==> src/rtl/if_pkg.sv <==
// if_pkg: shared types and helpers for the instruction-fetch stage.
// Holds the fetch FSM state enum, byte/offset helpers and the default fetch entry.
package if_pkg;

  typedef enum logic [1:0] {
    FETCH = 2'd0,
    REDIR = 2'd1,
    FAULT = 2'd2
  } fetch_state_t;

  function automatic int instr_bytes(input int instr_w);
    return instr_w / 8;
  endfunction

  function automatic int off_bits(input int instr_w);
    return $clog2(instr_w / 8);
  endfunction

  localparam int DEF_ADDR_W  = 32;
  localparam int DEF_INSTR_W = 32;

  typedef struct packed {
    logic [DEF_ADDR_W-1:0]  pc;
    logic [DEF_INSTR_W-1:0] instr;
  } fetch_entry_t;

endpackage

==> src/rtl/if_fetch_fifo.sv <==
// if_fetch_fifo: registered prefetch FIFO for {pc,instr} entries.
// Ports: clk, rst (sync, high), push/din, pop, flush, dout (head), count, full, empty.
module if_fetch_fifo #(
  parameter int unsigned DEPTH = 2,
  parameter int unsigned W     = 64,
  parameter int unsigned CNT_W = $clog2(DEPTH) + 1
) (
  input  logic             clk,
  input  logic             rst,
  input  logic             push,
  input  logic [W-1:0]     din,
  input  logic             pop,
  input  logic             flush,
  output logic [W-1:0]     dout,
  output logic [CNT_W-1:0] count,
  output logic             full,
  output logic             empty
);

  localparam int unsigned PTR_W = $clog2(DEPTH);

  logic [W-1:0]     mem_q [DEPTH];
  logic [W-1:0]     mem_d [DEPTH];
  logic [PTR_W-1:0] wr_ptr_q, wr_ptr_d;
  logic [PTR_W-1:0] rd_ptr_q, rd_ptr_d;
  logic [CNT_W-1:0] count_q, count_d;
  logic             push_ok, pop_ok;

  assign full  = (count_q == CNT_W'(DEPTH));
  assign empty = (count_q == '0);
  assign count = count_q;
  assign dout  = mem_q[rd_ptr_q];

  assign push_ok = push && !full;
  assign pop_ok  = pop && !empty;

  always_comb begin
    mem_d    = mem_q;
    wr_ptr_d = wr_ptr_q;
    rd_ptr_d = rd_ptr_q;
    count_d  = count_q;
    if (flush) begin
      wr_ptr_d = '0;
      rd_ptr_d = '0;
      count_d  = '0;
    end else begin
      if (push_ok) begin
        mem_d[wr_ptr_q] = din;
        wr_ptr_d        = wr_ptr_q + PTR_W'(1);
      end
      if (pop_ok) begin
        rd_ptr_d = rd_ptr_q + PTR_W'(1);
      end
      case ({push_ok, pop_ok})
        2'b10:   count_d = count_q + CNT_W'(1);
        2'b01:   count_d = count_q - CNT_W'(1);
        default: count_d = count_q;
      endcase
    end
  end

  always_ff @(posedge clk) begin
    if (rst) begin
      wr_ptr_q <= '0;
      rd_ptr_q <= '0;
      count_q  <= '0;
      for (int i = 0; i < int'(DEPTH); i++) begin
        mem_q[i] <= '0;
      end
    end else begin
      wr_ptr_q <= wr_ptr_d;
      rd_ptr_q <= rd_ptr_d;
      count_q  <= count_d;
      mem_q    <= mem_d;
    end
  end

endmodule

==> src/rtl/if_fetch_unit.sv <==
// if_fetch_unit: fetch PC, imem req/ack port, prefetch FIFO and redirect FSM.
// Ports: clk, rst; branch/jump ctrl+address; imem_req/addr/ack/rdata;
// instr_valid/id_ready/instr/pc to decode; fetch_fault.
// Optional macro IF_MISALIGN_CHECK_EN enables the FAULT state on misaligned targets.
module if_fetch_unit
  import if_pkg::*;
#(
  parameter int unsigned       ADDR_W   = 32,
  parameter int unsigned       INSTR_W  = 32,
  parameter int unsigned       DEPTH    = 2,
  parameter logic [ADDR_W-1:0] RESET_PC = '0
) (
  input  logic               clk,
  input  logic               rst,
  input  logic               branch_ctrl,
  input  logic [ADDR_W-1:0]  branch_address,
  input  logic               jump_ctrl,
  input  logic [ADDR_W-1:0]  jump_address,
  output logic               imem_req,
  output logic [ADDR_W-1:0]  imem_addr,
  input  logic               imem_ack,
  input  logic [INSTR_W-1:0] imem_rdata,
  output logic               instr_valid,
  input  logic               id_ready,
  output logic [INSTR_W-1:0] instr,
  output logic [ADDR_W-1:0]  pc,
  output logic               fetch_fault
);

  localparam int unsigned EW    = ADDR_W + INSTR_W;
  localparam int unsigned CNT_W = $clog2(DEPTH) + 1;
  localparam logic [ADDR_W-1:0] INC =
    ADDR_W'(instr_bytes(INSTR_W));
  localparam logic [ADDR_W-1:0] ALIGN_MASK =
    ADDR_W'((1 << off_bits(INSTR_W)) - 1);

  fetch_state_t      state_q, state_d;
  logic [ADDR_W-1:0] fetch_pc_q, fetch_pc_d;

  logic              redirect;
  logic [ADDR_W-1:0] target_raw;
  logic [ADDR_W-1:0] target;
  logic              push, pop;
  logic [EW-1:0]     head;
  logic [CNT_W-1:0]  fifo_count;
  logic              fifo_full, fifo_empty;

  assign redirect   = jump_ctrl | branch_ctrl;
  assign target_raw = jump_ctrl ? jump_address : branch_address;

`ifdef IF_MISALIGN_CHECK_EN
  logic              misaligned;
  logic [ADDR_W-1:0] fault_pc_q, fault_pc_d;
  assign misaligned = |(target_raw & ALIGN_MASK);
  assign target     = target_raw;
`else
  // Low bits dropped so a sloppy target still fetches the enclosing word.
  assign target     = target_raw & ~ALIGN_MASK;
`endif

  // Registered count gates req, so a same-cycle pop cannot open a full FIFO.
  assign imem_req = !rst && (state_q == FETCH) &&
                    (fifo_count < CNT_W'(DEPTH));
  assign imem_addr = fetch_pc_q;

  // Masked during a redirect so the stale head is never consumed.
  assign instr_valid = !rst && !fifo_empty && !redirect;

  assign push = imem_req && imem_ack && !redirect && !fifo_full;
  assign pop  = instr_valid && id_ready;

  if_fetch_fifo #(
    .DEPTH (DEPTH),
    .W     (EW),
    .CNT_W (CNT_W)
  ) u_fifo (
    .clk   (clk),
    .rst   (rst),
    .push  (push),
    .din   ({fetch_pc_q, imem_rdata}),
    .pop   (pop),
    .flush (redirect),
    .dout  (head),
    .count (fifo_count),
    .full  (fifo_full),
    .empty (fifo_empty)
  );

  always_comb begin
    state_d    = state_q;
    fetch_pc_d = fetch_pc_q;
`ifdef IF_MISALIGN_CHECK_EN
    fault_pc_d = fault_pc_q;
`endif
    if (redirect) begin
`ifdef IF_MISALIGN_CHECK_EN
      if (misaligned) begin
        state_d    = FAULT;
        fault_pc_d = target;
      end else begin
        state_d    = REDIR;
        fetch_pc_d = target;
      end
`else
      state_d    = REDIR;
      fetch_pc_d = target;
`endif
    end else begin
      if (push) begin
        fetch_pc_d = fetch_pc_q + INC;
      end
      if (state_q == REDIR) begin
        state_d = FETCH;
      end
    end
  end

  always_ff @(posedge clk) begin
    if (rst) begin
      state_q    <= FETCH;
      fetch_pc_q <= RESET_PC;
    end else begin
      state_q    <= state_d;
      fetch_pc_q <= fetch_pc_d;
    end
  end

`ifdef IF_MISALIGN_CHECK_EN
  always_ff @(posedge clk) begin
    if (rst) begin
      fault_pc_q <= '0;
    end else begin
      fault_pc_q <= fault_pc_d;
    end
  end

  assign fetch_fault = (state_q == FAULT);

  always_comb begin
    pc    = '0;
    instr = '0;
    if (state_q == FAULT) begin
      pc = fault_pc_q;
    end else if (!fifo_empty) begin
      pc    = head[EW-1:INSTR_W];
      instr = head[INSTR_W-1:0];
    end
  end
`else
  assign fetch_fault = 1'b0;
  assign pc    = fifo_empty ? '0 : head[EW-1:INSTR_W];
  assign instr = fifo_empty ? '0 : head[INSTR_W-1:0];
`endif

endmodule
==> config.mk <==
export PLATFORM = sky130hd
export DESIGN_NAME = if_fetch_unit
export DESIGN_NICKNAME = d
export VERILOG_FILES = /design/src/rtl/if_pkg.sv /design/src/rtl/if_fetch_fifo.sv /design/src/rtl/if_fetch_unit.sv
export SDC_FILE = /design/constraint.sdc
export NUM_CORES = 1
export LEC_CHECK = 0
export ABC_AREA = 1
export CORE_MARGIN = 5
export CORE_UTILIZATION = 52
export CTS_BUF_LIST = sky130_fd_sc_hd__clkbuf_4 sky130_fd_sc_hd__clkbuf_8 sky130_fd_sc_hd__clkbuf_16
export DETAILED_ROUTE_END_ITERATION = 8
export GPL_TIMING_DRIVEN = 0
export PLACE_DENSITY = 0.82
export SYNTH_ARGS = -nofsm -noshare
export SYNTH_HDL_FRONTEND = slang
export SYNTH_HIERARCHICAL = 1
export SYNTH_SLANG_ARGS = --single-unit
==> constraint.sdc <==
create_clock -name clk -period 2.95 [get_ports clk]
set_input_delay 0.295 -clock clk [delete_from_list [all_inputs] [get_ports clk]]
set_output_delay 0.295 -clock clk [all_outputs]
set_load 0.02 [all_outputs]
==> impl_metrics.tcl, run 1 <==
set metrics [dict create \
    arrival_ps 2480 \
    cp-start-kind "flip-flop" \
    drc 0 \
    muxShareOfSynthArea_pct 0.1072 \
    drv_cap 0 \
    ys_seq_elements 163 \
    wl_um 28210 \
    worst_setup_path_end_kind "output pin" \
    antenna_cells 0 \
    postCtsSetupBuffers 0 \
    start_util_pct 52.34 \
    ys_seq_area_share_pct 34.95 \
    r2r-end "u_fifo/mem_q[32]" \
    r2r-start "u_fifo/count[0]" \
    die_w_um 144.0 \
    fmax_ghz 0.3599 \
    timing.final.crit_share_pct 94.18 \
    synthSimpleGateAreaFrac_pct 38.66 \
    synth_compound_area_share_pct 10.40 \
    tightest_slew_ps 690.3 \
    dp_hpwl_um 20950 \
    grt_remaining_overflow 0 \
    grt_pass1_vias 9550 \
    first_pass_iters 6 \
    dp.cells 2020 \
    rows 49 \
    stdcell_count 2051 \
    drive_above_1_share_pct 5.763 \
    slew_headroom_pct 53.98 \
    setup_violations 0 \
    status "finished, final reports clean" \
    cts-root-buf "clkbuf_16" \
    reg2reg_depth 13 \
    p_leak_nw 5.234 \
    post_drt_wl_per_cell_um 13.76 \
    critPathMaxFanout 10 \
    drt_iter0_markers 806 \
    route.vias.total 10240 \
    synthAdderAreaFrac_pct 0.2680 \
    path_clk_slew_ps 60 \
    path_class "reg -> out" \
    post_drt_via_cell_ratio 4.994 \
    syn_to_final_growth_pct 30.91 \
    crit_required_ps 2650 \
    die_h_um 144.0 \
    final_cell_mix "nor2_1 (414), nand2_1 (349), inv_1 (246)" \
    syn_area_um2 9338 \
    grt_use_total_pct 27.07 \
    synthXorXnorAreaFrac_pct 0.1876 \
    hold_viol_final 0 \
    synth_cells 1593 \
    grt_pass1_wl_um 45410 \
    clock_skew_ps 8.197 \
    antenna_found_initial 0 \
    nFillCells 1673 \
    crit_path_start "u_fifo/count[1]" \
    cts_htree_levels 4 \
    coreArea_um2 17840 \
    max-vdd-ir-drop_v 0.0004149 \
    power_mw 5.385 \
    synth_top_family_by_area "simple AND/OR/NAND/NOR gates" \
    syn_area_per_cell_um2 5.862 \
    cts_sinks 163 \
    setup.worst_path.end "pc[25]" \
    period_minus_slack_ps 2778 \
    cts_made_buffers 17 \
    io_pins 201 \
    port_buffers 192 \
    clock_path_buffers 2 \
    place_congestion 0.9907 \
    clk_latency_ps 430 \
    antenna_left 0 \
    yosys_warnings 6 \
    grt_max_degree 17 \
    setup_tns_ps 0 \
    reg2reg_slack_ps 190 \
    finalNetCount 1914 \
    cts_tree "built" \
    power_density_nw_per_um2 440.5 \
    layout_commonest_cell "nor2_1" \
    min_path_type "in -> reg" \
    rsz0062_at_grt "false" \
    finalMaxSlewViolations 0 \
    die_area_um2 20740 \
    synth_cell_types 33 \
]
[final cells by class]
| type | instances | area [um2] | share of cell area, % |
|---|---|---|---|
| plain buffers | 99 | 500.5 | 4.094 |
| clock buffers | 21 | 467.9 | 3.828 |
| clock inverters | 10 | 180.2 | 1.474 |
| repair buffers | 192 | 1922 | 15.72 |
| multi-input cells | 1086 | 4659 | 38.12 |
| inverters | 251 | 944.7 | 7.728 |
| well taps | 229 | 286.5 | 2.344 |
| flip-flops and latches | 163 | 3263 | 26.69 |
[cell usage after synthesis]
cell type	n	area [um2]
buf_6	6	67.56
o21bai_1	2	15.01
inv_4	1	6.260
buf_4	10	75.07
conb_1	1	3.750
buf_1	7	26.28
xor2_1	2	17.52
mux2i_1	1	10.01
nand2_2	2	12.51
and2_1	2	12.51
buf_2	31	155.2
dfxtp_1	163	3263
nor2_8	2	40.04
nand3_2	1	10.01
nand2_1	349	1310
o21ai_1	14	70.07
nor2_4	2	22.52
nor2_1	414	1554
inv_1	246	923.4
o21ai_0	135	675.7
or2_2	5	31.28
nor3_1	1	5.000
nand3b_1	1	7.510
a21oi_1	38	190.2
nor2_2	4	25.02
nand3_1	33	165.2
o211ai_1	1	7.510
inv_2	4	15.01
nor3b_1	1	7.510
ha_1	2	25.02
o22ai_1	2	12.51
clkbuf_1	45	168.9
nand4_1	65	406.6
[where the power goes]
part | total [mW] | internal [mW] | switching (mW) | leakage, nW
combinational | 0.609 | 0.285 | 0.324 | 3.60
clock | 2.44 | 1.56 | 0.884 | 0.316
sequential | 2.34 | 2.25 | 0.0893 | 1.32
[flip-flops by register name, indices dropped and copies added (netlist names)]
register / flops
imem_addr: 30
u_fifo/rd_ptr_q: 1
u_fifo/mem_q: 128
state_q: 1
u_fifo/wr_ptr_q: 1
u_fifo/count: 2
[metrics by stage]
| step | utilization (%) | instance area, um2 | worst slack [ps] | hold slack [ps] |
|---|---|---|---|---|
| after floorplan | - | 9360 | 815.8 | 364.1 |
| after global placement | 64.84 | 11570 | 62.79 | 461.9 |
| after detailed placement | 64.84 | 11570 | -57.10 | 471.7 |
| after CTS | 68.48 | 12220 | 91.79 | 209.1 |
| after global routing | 68.52 | 12220 | 18.46 | 240.0 |
| final | 68.52 | 12220 | 171.7 | 223.0 |
[cell families (layout without fill, tap and decap cells)]
logic type                 after synthesis  after routing
AOI/OAI and AO/OA                      192            192
xor gates and xnor gates                 2              2
adders and majority gates                2              2
buffers and inverters                  350            573
DFF                                    163            163
muxes                                    1              1
other                                    1              7
and+or+nand+nor                        882            882
[worst max-delay path, cell delays in order (launching register included)]
cell and delay (ps):
dfxtp_1 390, nor2_1 290, clkbuf_2 350, buf_1 370, nor2_1 100, clkdlybuf4s50_1 550
[layer usage]
metal,global-route usage (%),wire length [um],up-vias
met3,6.283,2442,59
met1,32.79,11490,4522
li1,-,-,5267
met5,0,0,-
met2,46.62,13460,394
met4,10.46,816,0
[how the worst min path moves through the flow]
stage	from	end	slack, ps	cells past startpoint
floorplan	rst	imem_addr[4]	360	1
global route	jump_ctrl	state_q[0]	240	3
detailed placement	u_fifo/mem_q[51]	u_fifo/mem_q[51]	470	2
finish	jump_ctrl	state_q[0]	220	3
CTS	jump_ctrl	state_q[0]	210	3
global placement	u_fifo/mem_q[41]	u_fifo/mem_q[41]	460	2
[timing repair]
action	in CTS	in global routing
endpoints found under the setup margin	40	17
hold buffers	0	0
resized for setup	1	8
Note: power is estimated with default switching activity, not from simulation.
==> run 2: changes to the inputs <==
Settings changed: CTS_BUF_LIST sky130_fd_sc_hd__clkbuf_4 sky130_fd_sc_hd__clkbuf_8 sky130_fd_sc_hd__clkbuf_16 to sky130_fd_sc_hd__clkbuf_16, GPL_TIMING_DRIVEN 0 to 1.
==> run 2 against run 1 <==
Non-clock buffer count down 82. Critical path depth increased by 1. Sequential share of layout area grew 0.70 points. Largest cell class unchanged.
==> impl_metrics.tcl, run 2 (same netlist as run 1, synthesis figures left out) <==
set metrics [dict create \
    cts_sinks 163 \
    p_comb_share_pct 11.0 \
    power_mw 5.201 \
    tightest_slew_ps 732.2 \
    status "finished, final reports clean" \
    intPower_mw 3.892 \
    post-route-cell-area_um2 11920 \
    first_pass_iters 5 \
    fmax_ghz 0.3670 \
    timing.final.crit_share_pct 92.38 \
    nFillCells 1628 \
    final_cell_mix "nor2_1 (412), nand2_1 (349), inv_1 (246)" \
    antenna_found_initial 0 \
    post_drt_wl_per_cell_um 12.93 \
    arrival_ps 2430 \
    reg2reg_slack_ps 760 \
    dp_slack_ps 397.1 \
    multi_input_area_um2 4687 \
    hold_buffers 0 \
    period_minus_slack_ps 2725 \
    largest_reg_flops 128 \
    grt_pass1_vias 8539 \
    wl_um 25470 \
    fin_ws_ps 224.9 \
    switchingPower_mw 1.309 \
    post_drt_via_cell_ratio 4.931 \
    coreArea_um2 17840 \
    cts-root-buf "clkbuf_16" \
    syn_to_final_growth_pct 27.70 \
    rsz0062_at_grt "false" \
    drt_iter0_markers 552 \
    path_class "reg -> out" \
    clock_power_share_pct 44.1 \
    max-vdd-ir-drop_v 0.0003876 \
    r2r-end "imem_addr[22]" \
    critPathMaxFanout 68 \
    start_util_pct 52.34 \
    finalNetCount 1832 \
    cts_htree_levels 4 \
    grt_use_total_pct 24.01 \
    die_h_um 144.0 \
    worst_setup_path_end_kind "output pin" \
    min_path_type "in -> reg" \
    grt_max_degree 129 \
    clock_path_buffers 2 \
    cp-start-kind "flip-flop" \
    drc 0 \
    setup_tns_ps 0 \
    die_area_um2 20740 \
    drv_cap 0 \
    cts_made_buffers 17 \
    largest-register "u_fifo/mem_q" \
    antenna_left 0 \
    grt_remaining_overflow 0 \
    crit_required_ps 2650 \
    setup_violations 0 \
    slew_headroom_pct 51.13 \
    layout_commonest_cell "nor2_1" \
    clk_latency_ps 430 \
    place_area_um2 11310 \
    finalMaxSlewViolations 0 \
    seq_area_um2 3267 \
    port_buffers 193 \
    switching_share_pct 25.17 \
    hold-path-cell-count 3 \
    r2r-start "u_fifo/count[0]" \
    holdPathEnd "u_fifo/mem_q[70]" \
    sequentialPowerShare_pct 44.9 \
    hold_start "imem_rdata[6]" \
    power_density_nw_per_um2 436.2 \
    reg2reg_depth 12 \
    antenna_cells 0 \
    grt_pass1_wl_um 40720 \
    place_congestion 0.9460 \
    drive_above_1_share_pct 4.078 \
    rows 49 \
    clock_skew_ps 8.594 \
    io_pins 201 \
    route.vias.total 9715 \
    whs_ps 478.6 \
    p_leak_nw 5.048 \
    path_clk_slew_ps 60 \
    hold_viol_final 0 \
    die_w_um 144.0 \
    cts_resized 0 \
    postCtsSetupBuffers 0 \
    dp_hpwl_um 16250 \
    cts_tree "built" \
]
## run 2: cell types whose count changed in the layout (fill, tap and decap cells not counted), moves of 2 or more
cell | previous run | this run
buf_1 | 5 | 0
buf_12 | 0 | 6
clkbuf_4 | 2 | 0
bufinv_16 | 5 | 3
nor2_4 | 2 | 4
clkinv_1 | 0 | 2
buf_2 | 31 | 0
clkinv_4 | 0 | 2
clkbuf_1 | 41 | 0
nor2_1 | 414 | 412
clkbuf_8 | 2 | 0
clkbuf_2 | 6 | 0
buf_6 | 6 | 0
## run 2: worst max-delay path by stage
| stage | start | cells after the start | endpoint | slack (ps) |
|---|---|---|---|---|
| floorplan | u_fifo/count[0] | 13 | u_fifo/count[1] | 820 |
| global placement | jump_ctrl | 10 | imem_addr[22] | 460 |
| detailed placement | jump_ctrl | 10 | imem_addr[22] | 400 |
| CTS | u_fifo/rd_ptr_q | 6 | pc[7] | 200 |
| global route | u_fifo/rd_ptr_q | 6 | pc[8] | 70 |
| finish | u_fifo/rd_ptr_q | 6 | pc[7] | 220 |
## run 2: power groups by stage
stage / Sequential (mW) / Clock, mW / Combinational, mW
after floorplan: 2.39 / 0 / 0.268
after global placement: 2.38 / 0 / 0.562
after detailed placement: 2.38 / 0 / 0.568
after CTS: 2.33 / 2.33 / 0.573
after global routing: 2.34 / 2.42 / 0.636
final: 2.33 / 2.29 / 0.573
## run 2: layer usage
metal	wire (um)	global-route usage, %
met1	11030	31.31
met5	0	0
met3	2159	5.126
met4	394	7.532
met2	11890	39.91
## run 2: layout make-up
cell class | instances | share of cell area, %
multi-input cells | 1086 | 39.31
flip-flops and latches | 163 | 27.40
repair buffers | 209 | 17.84
inverters | 251 | 7.933
clock buffers | 18 | 3.778
well taps | 229 | 2.403
clock inverters | 14 | 1.343
## run 2: stage by stage
step	instances	util, %
6_report	1970	66.84
5_1_grt	1970	66.84
4_1_cts	1970	66.84
3_5_place_dp	1938	63.41
3_3_place_gp	1938	63.41
2_1_floorplan	1599	-
## run 2: worst max-delay path, cell delays in order (launching register included)
cell and delay [ps]:
dfxtp_4 790, buf_12 260, nand2_1 70, o21ai_0 70, inv_1 50, nor2_1 110
clkdlybuf4s50_1 630
